### src/rtl/button_conditioner.sv
// Synchronizes and debounces the four raw board inputs of the stopwatch.
// Build option: define PAUSE_TOGGLE_EN to make pse a run/pause toggle; otherwise it is the debounced pause level.
module button_conditioner #(
    parameter int DEBOUNCE_CYCLES = 1_000_000,
    parameter int CNT_W           = $clog2(DEBOUNCE_CYCLES) + 1
) (
    input  logic clk,
    input  logic rst,
    input  logic btn_pause,
    input  logic btn_clear,
    input  logic sw_sel,
    input  logic sw_adj,
    output logic pse,
    output logic clr_pulse,
    output logic sel,
    output logic adj
);

    localparam int N_CH     = 4;
    localparam int CH_PAUSE = 0;
    localparam int CH_CLEAR = 1;
    localparam int CH_SEL   = 2;
    localparam int CH_ADJ   = 3;

    localparam logic [CNT_W-1:0] CNT_MAX = CNT_W'(DEBOUNCE_CYCLES - 1);
    localparam logic [CNT_W-1:0] CNT_ONE = CNT_W'(1);

    logic [N_CH-1:0]  raw;
    logic [N_CH-1:0]  s1;
    logic [N_CH-1:0]  s2;
    logic [N_CH-1:0]  deb;
    logic [N_CH-1:0]  rise;
    logic [CNT_W-1:0] cnt [N_CH];

    assign raw = {sw_adj, sw_sel, btn_clear, btn_pause};

    // A disagreement must persist until cnt hits CNT_MAX; any agreement restarts the count.
    always_ff @(posedge clk) begin
        if (rst) begin
            s1  <= '0;
            s2  <= '0;
            deb <= '0;
            for (int i = 0; i < N_CH; i++) begin
                cnt[i] <= '0;
            end
        end else begin
            s1 <= raw;
            s2 <= s1;
            for (int i = 0; i < N_CH; i++) begin
                if (s2[i] == deb[i]) begin
                    cnt[i] <= '0;
                end else if (cnt[i] == CNT_MAX) begin
                    deb[i] <= s2[i];
                    cnt[i] <= '0;
                end else begin
                    cnt[i] <= cnt[i] + CNT_ONE;
                end
            end
        end
    end

    always_comb begin
        rise = '0;
        for (int i = 0; i < N_CH; i++) begin
            rise[i] = (s2[i] != deb[i]) && s2[i] && (cnt[i] == CNT_MAX);
        end
    end

    always_ff @(posedge clk) begin
        if (rst) begin
            clr_pulse <= 1'b0;
        end else begin
            clr_pulse <= rise[CH_CLEAR];
        end
    end

`ifdef PAUSE_TOGGLE_EN
    logic pse_q;

    always_ff @(posedge clk) begin
        if (rst) begin
            pse_q <= 1'b0;
        end else if (rise[CH_PAUSE]) begin
            pse_q <= ~pse_q;
        end
    end

    assign pse = pse_q;
`else
    assign pse = deb[CH_PAUSE];
`endif

    assign sel = deb[CH_SEL];
    assign adj = deb[CH_ADJ];

endmodule

### config.mk
export PLATFORM = sky130hd
export DESIGN_NAME = button_conditioner
export DESIGN_NICKNAME = d
export VERILOG_FILES = /design/src/rtl/button_conditioner.sv
export SDC_FILE = /design/constraint.sdc
export NUM_CORES = 1
export LEC_CHECK = 0
export ABC_AREA = 1
export ABC_CLOCK_PERIOD_IN_PS = 4760
export BUFFER_PORTS_ARGS = -buffer_cell sky130_fd_sc_hd__buf_2
export CELL_PAD_IN_SITES_DETAIL_PLACEMENT = 1
export CELL_PAD_IN_SITES_GLOBAL_PLACEMENT = 2
export CORE_MARGIN = 2
export CORE_UTILIZATION = 42
export CTS_CLUSTER_DIAMETER = 30
export DETAILED_ROUTE_END_ITERATION = 10
export GPL_ROUTABILITY_DRIVEN = 1
export PLACE_DENSITY = 0.82
export SYNTH_ARGS = -nofsm -noshare
export SYNTH_HDL_FRONTEND = slang
export SYNTH_SLANG_ARGS = --single-unit
### constraint.sdc
create_clock -name clk -period 4.76 [get_ports clk]
set_input_delay 0.952 -clock clk [delete_from_list [all_inputs] [get_ports clk]]
set_output_delay 0.952 -clock clk [all_outputs]
set_load 0.03 [all_outputs]
# After elaboration in Yosys (flattened, before gate mapping)
# Memories as Yosys holds them, arrays and structs flattened.
# Cells that the tools add are included.
classes:
  bitwise_logic: 16
  mux: 58
  reduce_logical: 6
  eq_ne: 9
  addsub: 4
ops:
  columns: ["operator", "n"]
  rows:
  - ["21-bit 2-to-1 mux", 12]
  - ["21-bit by 1-bit adder with 21-bit output (second input constant)", 4]
  - ["21-bit by 20-bit equality test with 1-bit output (second input constant)", 4]
  - ["1-bit 2-to-1 mux", 46]
  - ["1-bit OR", 12]
  - ["2-bit AND reduction", 4]
  - ["1-bit equality test", 4]
  - ["1-bit NOT", 4]
  - ["1-bit logical AND", 2]
  - ["1-bit inequality test", 1]
totals:
  regBits: 13
  mem_bits_rw: 84
  in_bits: 6
  mem_count: 1
  word_cells: 101
memory_table:
  columns: ["memory", "words", "width", "read_ports", "rd_clocked_by_memory_dff", "wr", "line", "rtl"]
  rows:
  - ["cnt", 4, 21, 4, 0, 4, "33", "logic [CNT_W-1:0] cnt [N_CH];"]

# Longest topological paths before layout
# Gate-level depths: netlist of run 1.
depth:
  ltp_word: 7
  mapped_depth: 8
  mapped_depth_nobuf: 8

# Least setup slack after synthesis of run 1
# OpenSTA, ideal clock, no wires.
synth_path:
  path_type: "input to register"
  from: "input port rst"
  to: "memory cnt[0][53] in the netlist's numbering (data pin)"
  slack_ns: 2.859
  path_stages: 7
  arrival_time_ns: 1.763
  n_path_buf: 2
  path_cell_list: "buf_6 > clkinv_2 > o21ai_0 > a21oi_2 > nand2_4 > buf_8 > nor2_1"
synth_rtl:
  columns: ["element", "line", "rtl"]
  rows:
  - ["from (decl)", "8", "input logic rst,"]
  - ["to (decl)", "33", null]

==> impl_metrics.py, run 1 <==
metrics = {
    "outcome": {
        "status": "complete, no violations",
    },
    "route": {
        "via_count": 4683,
        "drtPass1Iterations": 4,
        "wl_per_cell_um": 13.3,
        "drtIter0Drc": 182,
        "drt-total-wl_um": 13200,
        "drc": 0,
        "viasPerCell": 4.72,
        "ant_nets": 0,
    },
    "power_and_ir_drop": {
        "ir_worst_vdd_uv": 153,
        "p_leak_uw": 0.00243,
        "p_per_area_nw_per_um2": 278,
    },
    "synthesis": {
        "synth_edf_count": 84,
        "syn_area_per_cell_um2": 7.97,
        "seq_area_frac_synth_pct": 48.7,
        "synthTopCellsByCount": "188 x nor2_1, 170 x nand2_1, 84 x edfxtp_1",
        "synthMostInstantiatedCell": "nor2_1",
        "syn_area_um2": 5720,
        "synthDominantCellAreaShare_pct": 44.1,
        "synth_cell_types": 32,
        "async_flop_share_pct": 0,
        "synth_warnings": 0,
        "synth_top_area_cell": "edfxtp_1",
        "ys_seq_elements": 97,
        "ys_top_cells_by_area": "edfxtp_1 44%, nor2_1 12%, nand2_1 11%",
        "synthFlopType": "edfxtp_1",
        "syn_inst": 717,
    },
    "final_layout": {
        "nNetsFinal": 823,
        "diodes": 0,
        "drive_gt1_share_pct": 5.88,
        "stdcell_count": 993,
        "area_growth_pct": 13.9,
    },
    "timing": {
        "tns_ns": 0,
        "hold_violations": 0,
        "relSlewSlack_pct": 41.8,
        "fmax_mhz": 441,
        "hold-worst-slack_ns": 0.406,
        "clock_skew_ns": 0.00606,
        "grt_setup_unrepaired": "no",
        "period_share_pct": 47.7,
        "finalSetupViolations": 0,
        "tightest_slew_ns": 0.871,
        "slew_viol_final": 0,
        "period_minus_slack_ns": 2.27,
    },
    "floorplanning": {
        "die_height_um": 121,
        "chipWidth_um": 121,
        "ios": 10,
        "initial_core_util_pct": 43.0,
        "die_area_um2": 14600,
        "rows": 42,
        "core_area_um2": 13300,
    },
    "place": {
        "place_congestion": 0.795,
        "io_buffers": 9,
        "placedCellCount": 977,
        "hpwl_um": 10200,
    },
    "global_route": {
        "grt_start_max_net_pins": 22,
        "grt_pass1_wl_um": 22800,
        "grt_antenna_before_repair": 0,
        "grt_pass1_vias": 4936,
        "grt_usage_pct": 19.7,
        "grt_overflow": 0,
    },
    "critical_path": {
        "cp-end-kind": "flip-flop",
        "path_class": "reg -> reg",
        "cp-start-kind": "flip-flop",
        "timing.rr.end": "cnt[0][39]$_SDFFCE_PN0P_",
        "required_ns": 4.93,
        "critPathMaxFanout": 21,
        "r2r_slack_ns": 2.49,
        "crit_arrival_ns": 2.44,
        "regToRegStartpoint": "cnt[0][21]$_SDFFCE_PN0P_",
        "ff2ff_path_depth": 6,
    },
    "hold_path": {
        "hold_path_class": "reg -> reg",
        "hold_path_end": "s2[1]$_SDFF_PP0_",
        "holdPathStages": 2,
        "min_from": "s1[1]$_SDFF_PP0_",
    },
    "cts": {
        "cts_resized": 0,
        "cts_buffer_depth": 2,
        "clkLatencyLatePin_ns": 0.35,
        "postCtsHoldBufs": 0,
        "cts.sinks": 97,
        "cts_buffers": 9,
        "htreeDepth": 3,
        "post-cts-setup-buffers": 0,
        "path_clk_slew_ns": 0.07,
        "cts-root-buf": "clkbuf_16",
        "cts_tree": "built",
    },
    "run": {
        "maxCapViolCount": 0,
    },
}
metal layers:
| metal | track usage [%] | up-vias | share of wire, % |
|---|---|---|---|
| met3 | 2.50 | 9 | 1.5 |
| met5 | 0 | - | 0 |
| met4 | 6.76 | 0 | 1.5 |
| li1 | - | 2429 | - |
| met2 | 34.7 | 26 | 50 |
| met1 | 24.8 | 2219 | 47 |
power by group:
group          internal [uW]  leakage, uW  total [uW]  switching, uW
Clock                    400     0.000144         724            324
Sequential               957     0.000973         993           36.2
Combinational           28.4      0.00131        91.1           62.8
Total                   1390      0.00243        1810            423
sequential cells by signal, summed over array words and instances, names as in the netlist:
register and count:
clr_pulse 1, cnt 84, deb 4, s1 4, s2 4
stage by stage:
step / area, um2 / utilization, % / total power [uW] / worst slack (ns)
3_3_place_gp: 6220 / 46.8 / 1100 / 2.33
4_1_cts: 6510 / 49.0 / 1830 / 2.42
2_1_floorplan: 6030 / - / 1070 / 2.86
3_5_place_dp: 6220 / 46.8 / 1100 / 2.18
6_report: 6510 / 49.0 / 1810 / 2.49
5_1_grt: 6510 / 49.0 / 1880 / 2.26
layout by cell type (no fill, tap or decap):
master and instances:
nor3_1 6, or2_0 2, conb_1 84, nand2b_1 1
o21ai_0 5, xor2_1 26, a21oi_1 33, clkinv_2 3
inv_2 2, nand3_1 40, nor2_2 5, xnor2_1 14
clkbuf_1 1, edfxtp_1 84, nand4_1 19, nand2_2 4
inv_1 66, nor2_1 188, nand3b_1 10, clkinvlp_4 1
nand3_2 3, nand2_4 1, ha_1 5, a21oi_2 1
a31oi_1 2, or2_2 1, clkinv_4 1, clkbuf_16 10
and2_4 1, buf_2 9, nand3_4 2, clkbuf_8 1
nand2_1 170, dfxtp_1 13, nor2_4 3
critical path: stages (launching register included):
cell and delay, ns:
edfxtp_1 0.44, ha_1 0.29, nand3_2 0.18, nor2_1 0.07
nand3_1 0.12, nand3_1 0.62, a21oi_1 0.36
area by class of cell:
cell class                 instances  area, um2
clock buffer                      12        268
fill                            1681       6790
sequential                        97       2780
inverter                          69        260
timing repair buffer               9       45.0
clock inverter                     4       26.3
tap                              176        220
multi-input combinational        626       2910
cell families after synthesis:
logic type               share of synthesized area, %
adder cells (fa/ha/maj)                          1.09
AO/OA/AOI/OAI                                    3.70
AND/OR/NAND/NOR                                  34.4
XOR/XNOR                                         6.13
buffers and inverters                            5.93
other                                          0.0656
flip-flops                                       48.7
worst max-delay path by stage:
| stage | startpoint | end | slack [ns] | cells after the start |
|---|---|---|---|---|
| 2_1_floorplan | rst | cnt[0][53]$_SDFFCE_PN0P_ | 2.86 | 7 |
| 3_3_place_gp | rst | cnt[0][12]$_SDFFCE_PN0P_ | 2.33 | 6 |
| 3_5_place_dp | rst | cnt[0][13]$_SDFFCE_PN0P_ | 2.18 | 6 |
| 4_1_cts | cnt[0][21]$_SDFFCE_PN0P_ | cnt[0][28]$_SDFFCE_PN0P_ | 2.42 | 6 |
| 5_1_grt | cnt[0][21]$_SDFFCE_PN0P_ | cnt[0][38]$_SDFFCE_PN0P_ | 2.26 | 6 |
| 6_report | cnt[0][21]$_SDFFCE_PN0P_ | cnt[0][39]$_SDFFCE_PN0P_ | 2.49 | 6 |
(Power assumes the default switching activity.)
==> run 2, diff against run 1 <==
Settings changed: ABC_CLOCK_PERIOD_IN_PS 4760 to 2100, CORE_UTILIZATION 42 to 39, PLACE_DENSITY 0.82 to 0.77.
Clock period 4.76 ns to 2.1 ns, I/O delays scaled along.
==> run 2 against run 1 <==
Clock-buffer cell count fell by 1; non-clock buffer count rose by 3; clock power rose to 2.7 times the previous value; final area rose by 1.3%; critical path type unchanged; largest power group unchanged; highest routed layer unchanged.
==> impl_metrics.py, run 2 (synthesis results as in run 1) <==
metrics = {
    "power_and_ir_drop": {
        "p_sw_share_pct": 21.9,
        "p_leak_uw": 0.00247,
        "switchingPower_uw": 963,
        "combPwrFrac_pct": 4.7,
        "seqPwrFrac_pct": 51.3,
        "p_clk_share_pct": 44.0,
        "internal_power_uw": 3430,
        "p_per_area_nw_per_um2": 666,
        "ir_worst_vdd_uv": 330,
    },
    "critical_path": {
        "cp_cell_sequence": "ha_1 > nand3_2 > nor2_1 > nand3_1 > nand3_1 > buf_4 > nor2_1",
        "crit_start": "cnt[0][21]$_SDFFCE_PN0P_",
        "path_class": "reg -> reg",
        "cp_slowest_stage_delay_ns": 0.42,
        "timing.rr.end": "cnt[0][36]$_SDFFCE_PN0P_",
        "r2r_slack_ns": 0.24,
        "cp-end-kind": "flip-flop",
        "critPathMaxFanout": 21,
        "slowest_stage": "edfxtp_1",
        "cp-start-kind": "flip-flop",
        "required_ns": 2.19,
        "crit_arrival_ns": 1.96,
        "ff2ff_path_depth": 7,
        "regToRegStartpoint": "cnt[0][21]$_SDFFCE_PN0P_",
    },
    "floorplanning": {
        "die_height_um": 125,
        "rows": 44,
        "chipWidth_um": 125,
        "initial_core_util_pct": 39.6,
        "core_area_um2": 14400,
        "ios": 10,
        "die_area_um2": 15600,
    },
    "global_route": {
        "grt_antenna_before_repair": 0,
        "grt_pass1_vias": 5077,
        "grt_usage_pct": 18.5,
        "grt_pass1_wl_um": 23600,
        "grt_start_max_net_pins": 22,
        "grt_overflow": 0,
    },
    "hold_path": {
        "min_from": "btn_pause",
        "holdPathStages": 3,
        "hold_path_class": "in -> reg",
        "hold_path_end": "s1[0]$_SDFF_PP0_",
    },
    "cts": {
        "cts-root-buf": "clkbuf_16",
        "cts_resized": 0,
        "cts_tree": "built",
        "cts_buffers": 9,
        "post-cts-setup-buffers": 0,
        "path_clk_slew_ns": 0.07,
        "clkLatencyLatePin_ns": 0.35,
        "htreeDepth": 3,
        "cts_buffer_depth": 2,
        "postCtsHoldBufs": 0,
        "cts.sinks": 97,
    },
    "timing": {
        "hold_violations": 0,
        "clock_skew_ns": 0.00868,
        "tns_ns": 0,
        "grt_setup_unrepaired": "no",
        "slew_viol_final": 0,
        "fmax_mhz": 536,
        "finalSetupViolations": 0,
        "period_minus_slack_ns": 1.86,
        "period_share_pct": 88.8,
    },
    "final_layout": {
        "regMostFlops": "cnt",
        "largest_register_ffs": 84,
        "design_area_um2": 6590,
        "register_area_um2": 2780,
        "drive_gt1_share_pct": 6.22,
        "multiInputGateArea_um2": 2910,
        "final_cell_mix": "188 x nor2_1, 170 x nand2_1, 84 x edfxtp_1, 84 x conb_1, 66 x inv_1",
        "fill_cells": 1811,
        "nNetsFinal": 826,
        "diodes": 0,
        "final_common_cell": "nor2_1",
        "area_growth_pct": 15.3,
    },
    "place": {
        "io_buffers": 9,
        "place_congestion": 0.822,
        "hpwl_um": 10700,
        "placed_area_um2": 6250,
    },
    "route": {
        "via_count": 4782,
        "drtIter0Drc": 227,
        "drtPass1Iterations": 4,
        "drt-total-wl_um": 13800,
        "wl_per_cell_um": 13.7,
        "viasPerCell": 4.76,
        "ant_nets": 0,
        "drc": 0,
    },
    "run": {
        "maxCapViolCount": 0,
    },
    "outcome": {
        "status": "complete, no violations",
    },
}
==> run 2: stage by stage <==
step                      std cells  util, %  hold slack (ns)  total power (uW)  setup slack [ns]
after detailed placement        988     43.3            0.400              2500             0.224
final                          1004     45.7            0.271              4390             0.235
after global placement          988     43.3            0.391              2490             0.336
after floorplan                 800        -            0.388              2430             0.515
after global routing           1004     45.7            0.280              4560            0.0441
after CTS                      1004     45.7            0.261              4450             0.220
==> run 2: worst max-delay path by stage <==
stage,endpoint,cells after the start
2_1_floorplan,cnt[0][57]$_SDFFCE_PN0P_,8
3_3_place_gp,cnt[0][9]$_SDFFCE_PN0P_,7
3_5_place_dp,cnt[0][36]$_SDFFCE_PN0P_,7
4_1_cts,cnt[0][36]$_SDFFCE_PN0P_,7
5_1_grt,cnt[0][32]$_SDFFCE_PN0P_,7
6_report,cnt[0][36]$_SDFFCE_PN0P_,7
==> run 2: power by group through the flow <==
stage	combinational, uW	clock (uW)	sequential [uW]
3_3_place_gp	200	0	2290
2_1_floorplan	167	0	2270
5_1_grt	246	2050	2270
4_1_cts	207	1990	2250
3_5_place_dp	204	0	2300
6_report	208	1930	2250
==> run 2: critical path: cells and delay by family (launching register included) <==
kind | cells | cell delay, ns
buffers and inverters | 1 | 0.25
DFF | 1 | 0.42
adders and majority gates | 1 | 0.29
and+or+nand+nor | 5 | 0.63
==> run 2: final cells by class <==
type / instances / share of cell area (%)
clock buffers: 11 / 3.68
clock inverters: 5 / 1.56
inverters: 69 / 3.95
multi-input cells: 626 / 44.1
flip-flops and latches: 97 / 42.2
well taps: 184 / 3.49
repair buffers: 12 / 1.02
==> run 2: routing by layer <==
layer / vias to the layer above / track usage [%] / part of all wire [%]
met1: 2295 / 23.3 / 47
met3: 11 / 2.61 / 1.9
li1: 2434 / - / -
met2: 42 / 32.7 / 50
met5: - / 0 / 0
met4: 0 / 6.08 / 1.3
